==> src/rtl/main_control_fsm_pkg.sv <==
// Shared encodings for the multi-cycle main control unit: state codes, opcodes,
// ALU operation codes and datapath mux selects.
package ctrl_pkg;

    localparam logic [3:0] S_RESET    = 4'd0;
    localparam logic [3:0] S_FETCH    = 4'd1;
    localparam logic [3:0] S_DECODE   = 4'd2;
    localparam logic [3:0] S_EXEC_R   = 4'd3;
    localparam logic [3:0] S_R_WB     = 4'd4;
    localparam logic [3:0] S_EXEC_I   = 4'd5;
    localparam logic [3:0] S_I_WB     = 4'd6;
    localparam logic [3:0] S_MEM_ADDR = 4'd7;
    localparam logic [3:0] S_MEM_RD   = 4'd8;
    localparam logic [3:0] S_MEM_WB   = 4'd9;
    localparam logic [3:0] S_MEM_WR   = 4'd10;
    localparam logic [3:0] S_BRANCH   = 4'd11;
    localparam logic [3:0] S_JUMP     = 4'd12;
    localparam logic [3:0] S_HALT     = 4'd13;

    localparam logic [3:0] OP_RTYPE = 4'b0000;
    localparam logic [3:0] OP_ADDI  = 4'b0001;
    localparam logic [3:0] OP_ANDI  = 4'b0010;
    localparam logic [3:0] OP_ORI   = 4'b0011;
    localparam logic [3:0] OP_LW    = 4'b0100;
    localparam logic [3:0] OP_SW    = 4'b0101;
    localparam logic [3:0] OP_BEQ   = 4'b0110;
    localparam logic [3:0] OP_J     = 4'b0111;
    localparam logic [3:0] OP_HALT  = 4'b1111;

    localparam logic [2:0] ALUOP_ADD  = 3'b000;
    localparam logic [2:0] ALUOP_SUB  = 3'b001;
    localparam logic [2:0] ALUOP_FUNC = 3'b011;
    localparam logic [2:0] ALUOP_AND  = 3'b110;
    localparam logic [2:0] ALUOP_OR   = 3'b111;

    localparam logic [1:0] PCSRC_ALU    = 2'b00;
    localparam logic [1:0] PCSRC_ALUOUT = 2'b01;
    localparam logic [1:0] PCSRC_JUMP   = 2'b10;

    localparam logic [1:0] ALUB_REG    = 2'b00;
    localparam logic [1:0] ALUB_ONE    = 2'b01;
    localparam logic [1:0] ALUB_IMM    = 2'b10;
    localparam logic [1:0] ALUB_BRANCH = 2'b11;

    // States that wait on the memory ready handshake and are watched by the timer.
    function automatic logic is_mem_state(input logic [3:0] state);
        return (state == S_FETCH) || (state == S_MEM_RD) || (state == S_MEM_WR);
    endfunction

endpackage

==> src/rtl/main_control_fsm_mem_wait_timer.sv <==
// Memory watchdog: counts stalled cycles of one access and pulses timeout on
// the stalled cycle that brings the count to MEM_TIMEOUT.
module mem_wait_timer #(
    parameter int MEM_TIMEOUT = 15,
    parameter int CNT_W       = 4
) (
    input  logic clk,
    input  logic reset_n,
    input  logic clear,
    input  logic enable,
    input  logic ready,
    output logic timeout
);

    logic [CNT_W-1:0] count;

    always_ff @(posedge clk) begin
        if (!reset_n || clear) begin
            count <= '0;
        end else if (enable && !ready) begin
            count <= count + 1'b1;
        end
    end

    // The current stalled cycle is the MEM_TIMEOUT-th one; a ready in this cycle wins.
    assign timeout = enable && !ready && (count == CNT_W'(MEM_TIMEOUT - 1));

endmodule

==> src/rtl/main_control_fsm.sv <==
// Multi-cycle main control FSM for the 16-bit processor: sequences each
// instruction and drives all datapath selects, write enables and alu_op.
module main_control_fsm
    import ctrl_pkg::*;
#(
    parameter int MEM_TIMEOUT = 15,
    parameter int CNT_W       = 4
) (
    input  logic       clk,
    input  logic       reset_n,
    input  logic [3:0] opcode,
    input  logic       zero,
    input  logic       mem_ready,
    output logic       pc_write,
    output logic       pc_write_cond,
    output logic [1:0] pc_source,
    output logic       i_or_d,
    output logic       mem_read,
    output logic       mem_write,
    output logic       ir_write,
    output logic       reg_dst,
    output logic       mem_to_reg,
    output logic       reg_write,
    output logic       alu_src_a,
    output logic [1:0] alu_src_b,
    output logic [2:0] alu_op,
    output logic       halted,
    output logic       err_timeout
);

    logic [3:0] state;
    logic [3:0] next_state;
    logic [2:0] i_alu_op;
    logic       timeout;

    mem_wait_timer #(
        .MEM_TIMEOUT (MEM_TIMEOUT),
        .CNT_W       (CNT_W)
    ) u_timer (
        .clk     (clk),
        .reset_n (reset_n),
        .clear   (next_state != state),
        .enable  (is_mem_state(state)),
        .ready   (mem_ready),
        .timeout (timeout)
    );

    always_ff @(posedge clk) begin
        if (!reset_n) begin
            state       <= S_RESET;
            err_timeout <= 1'b0;
            i_alu_op    <= ALUOP_ADD;
        end else begin
            state <= next_state;
            if (timeout) begin
                err_timeout <= 1'b1;
            end
            // I-type ALU operation is captured at decode so EXEC_I never reads opcode.
            if (state == S_DECODE) begin
                case (opcode)
                    OP_ANDI: i_alu_op <= ALUOP_AND;
                    OP_ORI:  i_alu_op <= ALUOP_OR;
                    default: i_alu_op <= ALUOP_ADD;
                endcase
            end
        end
    end

    always_comb begin
        next_state = state;
        case (state)
            S_RESET:  next_state = S_FETCH;
            S_FETCH: begin
                if (mem_ready)    next_state = S_DECODE;
                else if (timeout) next_state = S_HALT;
            end
            S_DECODE: begin
                case (opcode)
                    OP_RTYPE:                 next_state = S_EXEC_R;
                    OP_ADDI, OP_ANDI, OP_ORI: next_state = S_EXEC_I;
                    OP_LW, OP_SW:             next_state = S_MEM_ADDR;
                    OP_BEQ:                   next_state = S_BRANCH;
                    OP_J:                     next_state = S_JUMP;
                    OP_HALT:                  next_state = S_HALT;
                    default:                  next_state = S_FETCH;
                endcase
            end
            S_EXEC_R: next_state = S_R_WB;
            S_R_WB:   next_state = S_FETCH;
            S_EXEC_I: next_state = S_I_WB;
            S_I_WB:   next_state = S_FETCH;
            S_MEM_ADDR: begin
                if (opcode == OP_LW)      next_state = S_MEM_RD;
                else if (opcode == OP_SW) next_state = S_MEM_WR;
                else                      next_state = S_FETCH;
            end
            S_MEM_RD: begin
                if (mem_ready)    next_state = S_MEM_WB;
                else if (timeout) next_state = S_HALT;
            end
            S_MEM_WB: next_state = S_FETCH;
            S_MEM_WR: begin
                if (mem_ready)    next_state = S_FETCH;
                else if (timeout) next_state = S_HALT;
            end
            S_BRANCH: next_state = S_FETCH;
            S_JUMP:   next_state = S_FETCH;
            S_HALT:   next_state = S_HALT;
            default:  next_state = S_RESET;
        endcase
    end

    always_comb begin
        pc_write      = 1'b0;
        pc_write_cond = 1'b0;
        pc_source     = PCSRC_ALU;
        i_or_d        = 1'b0;
        mem_read      = 1'b0;
        mem_write     = 1'b0;
        ir_write      = 1'b0;
        reg_dst       = 1'b0;
        mem_to_reg    = 1'b0;
        reg_write     = 1'b0;
        alu_src_a     = 1'b0;
        alu_src_b     = ALUB_REG;
        alu_op        = ALUOP_ADD;
        halted        = 1'b0;
        case (state)
            S_FETCH: begin
                mem_read  = 1'b1;
                alu_src_b = ALUB_ONE;
                ir_write  = mem_ready;
                pc_write  = mem_ready;
            end
            S_DECODE: alu_src_b = ALUB_BRANCH;
            S_EXEC_R: begin
                alu_src_a = 1'b1;
                alu_op    = ALUOP_FUNC;
            end
            S_R_WB: begin
                reg_write = 1'b1;
                reg_dst   = 1'b1;
            end
            S_EXEC_I: begin
                alu_src_a = 1'b1;
                alu_src_b = ALUB_IMM;
                alu_op    = i_alu_op;
            end
            S_I_WB: reg_write = 1'b1;
            S_MEM_ADDR: begin
                alu_src_a = 1'b1;
                alu_src_b = ALUB_IMM;
            end
            S_MEM_RD: begin
                mem_read = 1'b1;
                i_or_d   = 1'b1;
            end
            S_MEM_WB: begin
                reg_write  = 1'b1;
                mem_to_reg = 1'b1;
            end
            S_MEM_WR: begin
                mem_write = 1'b1;
                i_or_d    = 1'b1;
            end
            S_BRANCH: begin
                alu_src_a     = 1'b1;
                alu_op        = ALUOP_SUB;
                pc_write_cond = 1'b1;
                pc_source     = PCSRC_ALUOUT;
            end
            S_JUMP: begin
                pc_write  = 1'b1;
                pc_source = PCSRC_JUMP;
            end
            S_HALT:  halted = 1'b1;
            default: ;
        endcase
    end

endmodule

==> config.mk <==
export PLATFORM = sky130hd
export DESIGN_NAME = main_control_fsm
export DESIGN_NICKNAME = d
export VERILOG_FILES = /design/src/rtl/main_control_fsm_pkg.sv /design/src/rtl/main_control_fsm_mem_wait_timer.sv /design/src/rtl/main_control_fsm.sv
export SDC_FILE = /design/constraint.sdc
export NUM_CORES = 1
export LEC_CHECK = 0
export BUFFER_PORTS_ARGS = -buffer_cell sky130_fd_sc_hd__buf_2
export CAP_MARGIN = 0
export CORE_AREA = 2 2 46 66
export CTS_CLUSTER_SIZE = 25
export DETAILED_ROUTE_END_ITERATION = 10
export DIE_AREA = 0 0 48 68
export GPL_ROUTABILITY_DRIVEN = 0
export PLACE_DENSITY = 0.57
export SLEW_MARGIN = 30
export SYNTH_ARGS = -nofsm -noshare
export SYNTH_HDL_FRONTEND = slang
export SYNTH_SLANG_ARGS = --single-unit
==> constraint.sdc <==
create_clock -name clk -period 6.35 [get_ports clk]
set_input_delay 0 -clock clk [delete_from_list [all_inputs] [get_ports clk]]
set_output_delay 0 -clock clk [all_outputs]
set_load 0.005 [all_outputs]
* Word level (Yosys, flattened, before mapping) *
Memories as Yosys holds them, arrays and structs flattened.
Cells that the tools add are included.

operators by class
  $add $sub $neg = 1
  multiply operators = 0
  div/mod/pow operators = 0
  order comparisons = 0
  eq/ne operators = 19
  shift operators = 0
  mux-type cells = 22
  bitwise operators = 0
  reductions and logical operators = 14

operators with widths
  cell                   count
  $pmux W4 S9            1
  $eq A4 B4 Y1 const B   7
  $eq A4 B3 Y1 const B   6
  $mux W4                6
  $eq A4 B2 Y1 const B   4
  $mux W1                10
  $pmux W3 S3            1
  $pmux W2 S3            1
  $pmux W3 S2            1
  $reduce_or A2 Y1       3
  $reduce_or A6 Y1       1
  $add A4 B1 Y4 const B  1
  $eq A4 B1 Y1 const B   1
  $logic_not A4 Y1       1
  $ne A4 B4 Y1           1
  $pmux W2 S2            1
  $reduce_or A4 Y1       1
  $logic_or A1 B1 Y1     3
  $reduce_or A3 Y1       1
  $logic_and A1 B1 Y1    2
  $logic_not A1 Y1       2
  $pmux W1 S2            1

word-level totals
  register bits after elaboration = 12
  bits in latches = 0
  RAM bits = 0
  ROM bits = 64
  bits of input ports = 8
  output and inout port bits = 19
  word-level logic and storage cells = 61
  memories = 1

memories
  memory            words  bits a word  rd ports  clocked after memory_dff  write ports  RTL line                text
  (name not given)  16     4            1         0                         0            main_control_fsm.sv:78  case (opcode)

* Depth between registers and ports, before layout *
Gate-level depths: netlist (run 1).

  depth after elaboration = 10
  gate-level depth with buffers = 7
  mapped depth without buffers = 7

* Modules after synthesis *
Synthesis (run 1) repeated with hierarchy kept, for this count alone.

second synthesis, totals
  cells, all modules = 133
  area, all modules = 985.9 um2

modules (own cells, without submodules)
  module            times used  cells an instance  area each (um2)  sequential area each (um2)
  main_control_fsm  1           110                782.0            140.1
  mem_wait_timer    1           23                 203.9            80.1

* Least setup slack after synthesis (run 1) *
Ideal clock, no wire load.

  path kind = register to register
  from = reg state[3]
  to = reg u_timer.count[1]
  setup time = 0.059 ns
  arrival = 1.932 ns
  data required time = 6.291 ns
  path slack = 4.359 ns
  cell stages (with the launch flop) = 7
  buffers on the path = 1
  clock period less this slack = 1.991 ns
  cell sequence = dfxtp_1 buf_6 or4b_4 a2111oi_4 o311ai_1 a2111oi_2 o211a_1

on the way
  word-level cells in the longest chain between the ends = 10
  elaborated cells between the ends (all ways) = 26
  those cells by class = 14 x eq/ne; 5 x mux; 7 x reduce/logical

RTL lines
  item                                                 RTL line                                                                      text
  start: declaration                                   main_control_fsm.sv:31                                                        logic [3:0] state;
  start signal: assignment                             main_control_fsm.sv:54                                                        state <= next_state;
  $eq A4 B1 Y1 / $eq A4 B4 Y1 (equally long branches)  main_control_fsm_pkg.sv:47, main_control_fsm.sv:71
  $logic_or A1 B1 Y1 (2 in a row)                      main_control_fsm_pkg.sv:47                                                    return (state == S_FETCH) || (state == S_MEM_RD) || (state == S_MEM_WR);
  $logic_and A1 B1 Y1                                  main_control_fsm_mem_wait_timer.sv:20, main_control_fsm_mem_wait_timer.sv:26
  $logic_and A1 B1 Y1                                  main_control_fsm_mem_wait_timer.sv:26                                         assign timeout = enable && !ready && (count == CNT_W'(MEM_TIMEOUT - 1));
  $mux W4                                              main_control_fsm.sv:75, main_control_fsm.sv:99, main_control_fsm.sv:104
  $mux W4 (on tied branches)                           main_control_fsm.sv:103, main_control_fsm.sv:74, main_control_fsm.sv:98
  $pmux W4 S9                                          main_control_fsm.sv:71                                                        case (state)
  $ne A4 B4 Y1                                         main_control_fsm.sv:42                                                        .clear (next_state != state),
  $logic_or A1 B1 Y1                                   main_control_fsm_mem_wait_timer.sv:18                                         if (!reset_n || clear) begin
  end signal: assignment                               main_control_fsm_mem_wait_timer.sv:21                                         count <= count + 1'b1;
  end: declaration                                     main_control_fsm_mem_wait_timer.sv:15                                         logic [CNT_W-1:0] count;

Several ways; a longest one is shown, not always the timed one.
A chain may end at the register's enable or synchronous reset.

* Final worst setup path (run 1) *
  from = reg state[1]
  to = reg u_timer.count[1]

The elaborated chain is that of the path after synthesis.

==> results of run 1 <==
final cells by class:
type                       instances  area, um2  area share, %
clock inverter                     1       5.00          0.417
tap                               37       46.3           3.86
multi-input combinational        103        736           61.3
inverter                           7       26.3           2.19
timing repair buffer              25        125           10.4
clock buffer                       3       41.3           3.44
sequential                        11        220           18.4
metal layers:
| metal | track usage [%] | share of wire [%] | up-vias |
|---|---|---|---|
| met5 | 0 | 0 | - |
| met4 | 6.42 | 1.9 | 0 |
| met2 | 29.0 | 52 | 38 |
| li1 | - | - | 522 |
| met3 | 2.37 | 5.2 | 8 |
| met1 | 21.9 | 41 | 498 |
power by group:
part	switching, mW	internal, mW	total [mW]
Clock	0.0297	0.0433	0.0729
Combinational	0.0244	0.0220	0.0464
Sequential	0.0105	0.0712	0.0817
Total	0.0645	0.137	0.201
cell families after synthesis:
group	Yosys count	synth area share, %
fa+ha+maj	2	2.42
flops	11	21.3
compound gates	35	27.8
buf+inv	17	7.51
simple gates	60	35.8
xor+xnor	6	5.08
worst paths after layout:
kind	from	endpoint	slack, ps
max	state[1]	u_timer.count[1]	3780
min	reset_n	state[3]	20
max reg2reg	state[1]	u_timer.count[1]	3780
min reg2reg	err_timeout	err_timeout	440
critical path: stages, from the launching register on:
cell and delay, ps:
dfxtp_1 780, or4b_4 590, a2111oi_4 250, o311ai_1 170, a2111oi_2 510, o211a_1 220
state kept, by name (all words and copies together), names as in the netlist:
name           cells
state              4
u_timer.count      4
i_alu_op           2
err_timeout        1
cell usage in the layout, fill, tap and decap left out, drive strengths merged, types with 3 or more instances in the layout:
master  netlist  final
nand2         9      9
nor3b         3      3
a21oi         8      8
clkbuf        5      3
and2          4      4
buf           5     25
nand2b        6      6
inv           7      7
nor3          5      5
o21ai         4      4
nor2b         4      4
nor2         10     10
nand3         3      3
dfxtp        11     11
xnor2         4      4
==> results.ini, run 1 <==
[placement]
dp_hpwl_um = 2040
placed_cell_area_um2 = 1150
dpl_worst_slack_ps = 3760
placed_cells = 183
numPortBuffers = 25

[setup_path]
worstSetupPathType = reg -> reg
worst-path-max-fanout = 22
cp.required_ps = 6540
end_kind = flip-flop
rr_worst_depth = 5
worstPathArrival_ps = 2770
start_kind = flip-flop

[synth]
syn_area_um2 = 1030
ys_warn_count = 0
synth.area.top_cells = dfxtp_1 21%, a21oi_1 3.9%, nand2b_1 3.6%
synth_largest_area_cell = dfxtp_1
synth_edf_count = 0
yosysMostFrequentCell = dfxtp_1
synth.yosys.seq_area_share_pct = 21.3
async_flop_share_pct = 0
ys_ff_latch = 11
ys_types = 56
synthTopCellsByCount = 11 x dfxtp_1, 10 x nor2_1, 9 x nand2_1, 8 x a21oi_1, 7 x inv_1
synth_top_cell_area_share_pct = 21.3
yosys_most_used_dff = dfxtp_1
synth_nets = 141
synth_area_per_cell_um2 = 7.89
syn_inst = 131

[timing]
setup_viol = 0
fin_crit_sh_pct = 40.5
fin_skew_ps = 5.53
fin_ws_ps = 3780
relSlewSlack_pct = 40.8
finalHoldViolations = 0
finalSetupTns_ps = 0
hold-worst-slack_ps = 20.0
rsz0062_at_grt = no
fmax_mhz = 388
tightest_slew_ps = 887
drv_slew = 0
fin_crit_ps = 2570

[run_status]
status = complete, no violations

[grt]
gr-total-overflow = 0
grt_pass1_vias = 935
grt_util_all_layers_pct = 17.4
antenna_found_initial = 0
grt_pass1_wl_um = 4220
grt_start_max_net_pins = 27

[die]
io_pins = 27
initial_utilization_pct = 37.8
die_y_um = 68
placementRows = 23
die_x_um = 48
die_area_um2 = 3260
coreArea_um2 = 2730

[route]
finalWirelength_um = 2720
ant_nets = 0
vias = 1066
drt_first_pass_iters = 5
vias_per_cell = 5.70
wl_per_cell_um = 14.5
drc = 0
drtIter0Drc = 37

[cts]
clk_pin_slew_ps = 60
numCtsBuffers = 3
clock-sinks = 11
cts-resized-gates = 0
hold_buffers = 0
cts.htree.levels = 1
clk_latency_ps = 240
postCtsSetupRepairBufs = 0
cts_tree = built
clockBufferDepth = 2
cts-root-buf = clkbuf_8

[power]
power_density_nw_per_um2 = 168
p_leak_nw = 0.485
vdd_ir_drop_max_uv = 110
finalPower_uw = 201

[worst_hold_path]
hold_depth = 2
hp-class = in -> reg

[final_layout]
drive_gt1_share_pct = 26.7
num-fill-cells = 285
finalInstanceArea_um2 = 1200
fin_util_pct = 43.9
antenna_cells = 0
layout.cells.non_filler = 187
finish.net_count = 161
syn_to_final_growth_pct = 16.1

[job]
maxCapViolations = 0

No activity file was read; power rests on OpenSTA's default activity.
==> run 2: changes to the inputs <==
--- a/config.mk
+++ b/config.mk
@@ -5,14 +5,15 @@
 export SDC_FILE = /design/constraint.sdc
 export NUM_CORES = 1
 export LEC_CHECK = 0
+export ABC_AREA = 1
 export BUFFER_PORTS_ARGS = -buffer_cell sky130_fd_sc_hd__buf_2
 export CAP_MARGIN = 0
-export CORE_AREA = 2 2 46 66
+export CORE_AREA = 2 2 45 64
 export CTS_CLUSTER_SIZE = 25
 export DETAILED_ROUTE_END_ITERATION = 10
-export DIE_AREA = 0 0 48 68
+export DIE_AREA = 0 0 47 66
 export GPL_ROUTABILITY_DRIVEN = 0
-export PLACE_DENSITY = 0.57
+export PLACE_DENSITY = 0.58
 export SLEW_MARGIN = 30
 export SYNTH_ARGS = -nofsm -noshare
 export SYNTH_HDL_FRONTEND = slang
==> constraint.sdc (replaced) <==
create_clock -name clk -period 2.6 [get_ports clk]
set_input_delay 0 -clock clk [delete_from_list [all_inputs] [get_ports clk]]
set_output_delay 0 -clock clk [all_outputs]
set_load 0.005 [all_outputs]
==> run 2 against run 1 <==
- core utilization is 2.6 points higher
- count of clock-buffer cells in the layout is 1 higher
- fmax is 44% higher
- power grew to 2.8 times the previous value
- cell count is 24% higher
- global-route usage is 1.7 points higher
- sequential power is 140% higher
- register-to-register slack worse by 3000 ps
- sequential cell count stayed put
- worst setup slack worse by 3000 ps
- synthesized cell count is 27% higher
- largest cell class unchanged
==> results.ini, run 2 <==
[synth]
synth_largest_area_cell = dfxtp_1
synthXorXnorAreaFrac_pct = 2.69
synthTopCellsByCount = 40 x nand2_1, 29 x inv_1, 28 x nor2_1, 13 x nand3_1, 11 x dfxtp_1
ys_warn_count = 0
synth_top_family_by_area = simple AND/OR/NAND/NOR gates
synthAdderAreaFrac_pct = 2.56
synthSimpleGateAreaFrac_pct = 46.9
synth.area.top_cells = dfxtp_1 23%, nand2_1 15%, inv_1 11%
synth_area_per_cell_um2 = 5.86
yosysMostFrequentCell = nand2_1
yosys_most_used_dff = dfxtp_1
syn_area_um2 = 978
synth_nets = 177
synth_top_cell_area_share_pct = 22.5
ys_types = 23
synth_compound_area_share_pct = 11.6
syn_inst = 167
async_flop_share_pct = 0
synth.yosys.seq_area_share_pct = 22.5
ys_ff_latch = 11
muxShareOfSynthArea_pct = 1.02
synth_edf_count = 0

[grt]
grt_start_max_net_pins = 8
grt_pass1_wl_um = 4290
gr-total-overflow = 0
grt_pass1_vias = 1041
grt_util_all_layers_pct = 19.0
antenna_found_initial = 0

[cts]
numCtsBuffers = 3
cts.htree.levels = 1
postCtsSetupRepairBufs = 0
cts-root-buf = clkbuf_4
clockBufferDepth = 2
clock-sinks = 11
cts-resized-gates = 0
clk_latency_ps = 270
cts_tree = built
clk_pin_slew_ps = 70

[job]
maxCapViolations = 0

[timing]
setup_viol = 0
relSlewSlack_pct = 79.5
fin_skew_ps = 2.59
tightest_slew_ps = 306
finalHoldViolations = 0
fin_crit_ps = 1790
fin_crit_sh_pct = 68.7
rsz0062_at_grt = no
fmax_mhz = 560
hold-worst-slack_ps = 102
drv_slew = 0
finalSetupTns_ps = 0

[setup_path]
crit_path_max_incr_delay_ps = 430
worstSetupPathType = reg -> reg
ff2ff_setup_slack_ps = 810
start_kind = flip-flop
crit_family = simple AND/OR/NAND/NOR gates
crit_slowest_cell = dfxtp_1
cp.required_ps = 2810
cpMostUsedCell = nand2_1
cp_cell_sequence = inv_2 -> nand2_2 -> inv_1 -> nand2_1 -> nand2_1 -> nor2_1 -> nand2_1 -> nand2_1 -> nand3_1 -> nor2_2 -> nand4_2 -> nor2_1
end_kind = flip-flop
worstPathArrival_ps = 1990
path_buf_inv = 2
worst-path-max-fanout = 7

[die]
die_x_um = 47
io_pins = 27
die_y_um = 66
initial_utilization_pct = 38.6
die_area_um2 = 3100
placementRows = 22
coreArea_um2 = 2530

[route]
vias_per_cell = 4.75
wl_per_cell_um = 11.1
drc = 0
ant_nets = 0
finalWirelength_um = 2570
drtIter0Drc = 19
drt_first_pass_iters = 4
vias = 1102

[power]
vdd_ir_drop_max_uv = 272
power_density_nw_per_um2 = 473
p_leak_nw = 0.649

[final_layout]
multi_input_area_um2 = 634
num-fill-cells = 316
finish.net_count = 207
seqCellArea_um2 = 220
syn_to_final_growth_pct = 20.3
final_common_cell = nand2_1
final_cell_mix = 40 x nand2_1, 29 x inv_1, 28 x nor2_1, 25 x buf_2, 13 x nand3_1
largestRegisters = state: 4 flops, u_timer.count: 4 flops, i_alu_op: 2 flops
antenna_cells = 0
drive_gt1_share_pct = 21.4

[worst_hold_path]
hp-class = in -> reg

[run_status]
status = complete, no violations

[placement]
numPortBuffers = 25
dp_hpwl_um = 2190

run 2: cell count changes after synthesis, sizes merged, moves of 6 or more:
cell,change
inv,+24
nand3,+12
nor2,+22
nand2b,-6
nand2,+36
run 2: worst paths after layout:
| path | end | depth (start not counted) | from |
|---|---|---|---|
| hold / removal | i_alu_op[1] | 3 | opcode[1] |
| setup / recovery | u_timer.count[3] | 12 | state[3] |
| hold reg to reg | err_timeout | 2 | err_timeout |
| setup reg to reg | u_timer.count[3] | 12 | state[3] |
run 2: cells by family (layout without fill, tap and decap cells):
group / Yosys count / in the layout
buf+inv: 32 / 61
compound gates: 21 / 21
flops: 11 / 11
mux: 1 / 1
xor+xnor: 3 / 3
simple gates: 97 / 97
fa+ha+maj: 2 / 2
run 2: worst register-to-register path, delay by kind of cell, from the launching register on:
| kind | cells | cell delay, ps |
|---|---|---|
| AND/OR/NAND/NOR | 10 | 1130 |
| flip-flops | 1 | 430 |
| buffers and inverters | 2 | 180 |
run 2: cell type report:
cell class | instances | area share [%]
multi-input combinational | 124 | 53.9
sequential | 11 | 18.7
timing repair buffer | 26 | 11.5
inverter | 31 | 9.88
tap | 36 | 3.83
clock buffer | 4 | 2.23
run 2: layer usage:
layer | part of all wire (%) | routed length (um) | GRT usage (%)
met4 | 3.2 | 81 | 8.68
met2 | 55 | 1400 | 36.0
met5 | 0 | 0 | 0
met1 | 40 | 1020 | 19.1
met3 | 2.4 | 62 | 2.46
run 2: metrics by stage:
stage | power, mW | setup slack, ps | utilization [%] | std cells | instance area (um2)
floorplan | 0.370 | 1120 | - | 167 | 978
global placement | 0.439 | 844 | 45.1 | 227 | 1140
detailed placement | 0.443 | 800 | 45.1 | 227 | 1140
CTS | 0.563 | 787 | 46.5 | 232 | 1180
global route | 0.604 | 561 | 46.5 | 232 | 1180
finish | 0.557 | 814 | 46.5 | 232 | 1180
run 2: repair_timing:
item	CTS	global route
endpoints found under the setup margin	0	0
endpoints found under the hold margin	1	0
hold buffers	1	0
run 2: where the power goes:
part,switching (mW),internal [mW]
combinational,0.159,0.0850
sequential,0.0172,0.179
clock,0.0577,0.0594
==> run 3: changes to the inputs <==
--- a/config.mk
+++ b/config.mk
@@ -13,7 +13,7 @@
 export DETAILED_ROUTE_END_ITERATION = 10
 export DIE_AREA = 0 0 47 66
 export GPL_ROUTABILITY_DRIVEN = 0
-export PLACE_DENSITY = 0.58
+export PLACE_DENSITY = 0.6
 export SLEW_MARGIN = 30
 export SYNTH_ARGS = -nofsm -noshare
 export SYNTH_HDL_FRONTEND = slang
==> constraint.sdc (replaced) <==
create_clock -name clk -period 1.59 [get_ports clk]
set_input_delay 0 -clock clk [delete_from_list [all_inputs] [get_ports clk]]
set_output_delay 0 -clock clk [all_outputs]
set_load 0.005 [all_outputs]
==> run 3 against run 2 <==
- the run now ends with setup timing left
- count of clock-buffer cells in the layout is the same
- cell count grew 13%
- worst setup slack lost 840 ps
- clock skew grew 3.2 ps
- critical endpoint unchanged
- via count grew 15%
- fmax grew 10%
- design area grew 28%
- first-iteration DRC count grew 21%
- highest routed layer unchanged
==> results.ini, run 3 (same netlist as run 2, synthesis figures left out) <==
[worst_hold_path]
hp-class = in -> reg
min_from = opcode[1]

[setup_path]
ff2ff_setup_slack_ps = -30
reg2reg_from = state[3]
worstPathArrival_ps = 1830
end_kind = flip-flop
start_kind = flip-flop
crit_end = u_timer.count[3]
cp.required_ps = 1800
worst-path-max-fanout = 5
worstSetupPathType = reg -> reg
rr_worst_depth = 12
crit_start = state[3]
timing.rr.end = u_timer.count[3]

[run_status]
status = complete, but fails checks
violations = setup timing

[power]
finalPower_mw = 1.13
p_clk_share_pct = 16.9
power.internal_uw = 665
p_seq_share_pct = 29.3
vdd_ir_drop_max_uv = 675
combPwrFrac_pct = 53.8
p_sw_share_pct = 41.3
p_leak_nw = 0.809
power_density_nw_per_um2 = 751
switchingPower_uw = 468

[grt]
met1_usage_pct = 22.9
antenna_found_initial = 0
gr-total-overflow = 0
use_met2_pct = 38.2
grt_pass1_vias = 1217
grt_start_max_net_pins = 8
use_met3_pct = 4.37
grt_util_all_layers_pct = 21.4
grt-busiest-layer = met2
grt_pass1_wl_um = 4890

[route]
finalWirelength_um = 3110
drc = 0
vias_per_cell = 4.83
wl_per_cell_um = 11.9
vias = 1266
drtIter0Drc = 23
ant_nets = 0
drt_first_pass_iters = 4

[job]
maxCapViolations = 0

[final_layout]
layout.cells.non_filler = 262
num-fill-cells = 265
finish.net_count = 237
antenna_cells = 0
final_common_cell = nand2_1
final_cell_mix = 36 x nand2_1, 30 x buf_4, 27 x inv_1, 25 x buf_2, 19 x nor2_1
drive_gt1_share_pct = 42.0
largestRegisters = state: 4 flops, u_timer.count: 4 flops, i_alu_op: 2 flops
finalInstanceArea_um2 = 1510
syn_to_final_growth_pct = 54.2

[timing]
fmax_mhz = 617
fin_skew_ps = 5.75
setup_viol = 3
finalSetupTns_ps = -65.8
finalHoldViolations = 0
fin_crit_sh_pct = 102
drv_slew = 0
rsz0062_at_grt = yes
tightest_slew_ps = 270
fin_crit_ps = 1620
hold-worst-slack_ps = 111
fin_ws_ps = -30.0
relSlewSlack_pct = 82.0

[placement]
placed_cells = 254
dp_hpwl_um = 2470
numPortBuffers = 25
placed_cell_area_um2 = 1340

[cts]
clk_latency_ps = 270
clock-sinks = 11
clockBufferDepth = 2
cts_tree = built
cts-root-buf = clkbuf_4
cts.htree.levels = 1
clk_pin_slew_ps = 60
numCtsBuffers = 3

[die]
coreArea_um2 = 2530
die_area_um2 = 3100
die_x_um = 47
io_pins = 27
placementRows = 22
die_y_um = 66
initial_utilization_pct = 38.6

## run 3: cell count changes in the layout (fill, tap and decap cells not counted), moves of 4 or more
cell,delta
buf_4,+30
nor2_1,-9
nor2_2,+6
dfxtp_1,-4
dfxtp_4,+4
nand2_1,-4
## run 3: routing by layer
metal  up-vias  routed length [um]
met5         -                   0
met4         0                 101
met3        10                 122
met2        29                1770
met1       580                1120
li1        647                   -
## run 3: repair_timing
| item | 4_1_cts | 5_1_grt |
|---|---|---|
| hold buffers | 1 | 0 |
| pin swaps | 1 | 7 |
| endpoints found under the hold margin | 1 | 0 |
| gates resized for setup | 12 | 26 |
| cloned | 0 | 0 |
| endpoints found under the setup margin | 4 | 4 |
| buffers inserted | 0 | 3 |
## run 3: worst max-delay path, stage by stage, from the launching register on
cell     delay (ps)
dfxtp_4         380
inv_6            50
nor2_4          200
inv_2           100
nor2_4          110
inv_1            90
nand3_1          90
nand2_2          70
nand2_2          70
nor2_2           40
nor2_2          130
nand4_4         110
nor2_2          120
## run 3: worst min path at each step
stage / endpoint / slack (ps) / cells after the start
after global routing: i_alu_op[1] / 120 / 3
after global placement: state[1] / 230 / 3
after CTS: i_alu_op[1] / 110 / 3
final: i_alu_op[1] / 110 / 3
after floorplan: state[1] / 100 / 2
after detailed placement: state[1] / 240 / 3
## run 3: final cells by class
cell class              instances  area (um2)  share of cell area (%)
multi-input cells             124         718                    47.6
repair buffers                 56         360                    23.9
well taps                      36        45.0                    2.99
clock buffers                   4        26.3                    1.74
flip-flops and latches         11         235                    15.6
inverters                      31         124                    8.21
## run 3: stage by stage
step | setup slack [ps] | util, %
global route | -138 | 59.6
global placement | -24.4 | 53.1
CTS | 7.08 | 55.4
detailed placement | -58.5 | 53.1
floorplan | 105 | -
finish | -30.0 | 59.6
## run 3: power groups by stage
stage / combinational (mW) / sequential [mW] / clock (mW)
2_1_floorplan: 0.284 / 0.320 / 0
4_1_cts: 0.546 / 0.323 / 0.199
5_1_grt: 0.676 / 0.336 / 0.213
3_3_place_gp: 0.527 / 0.323 / 0
6_report: 0.610 / 0.332 / 0.191
3_5_place_dp: 0.533 / 0.324 / 0
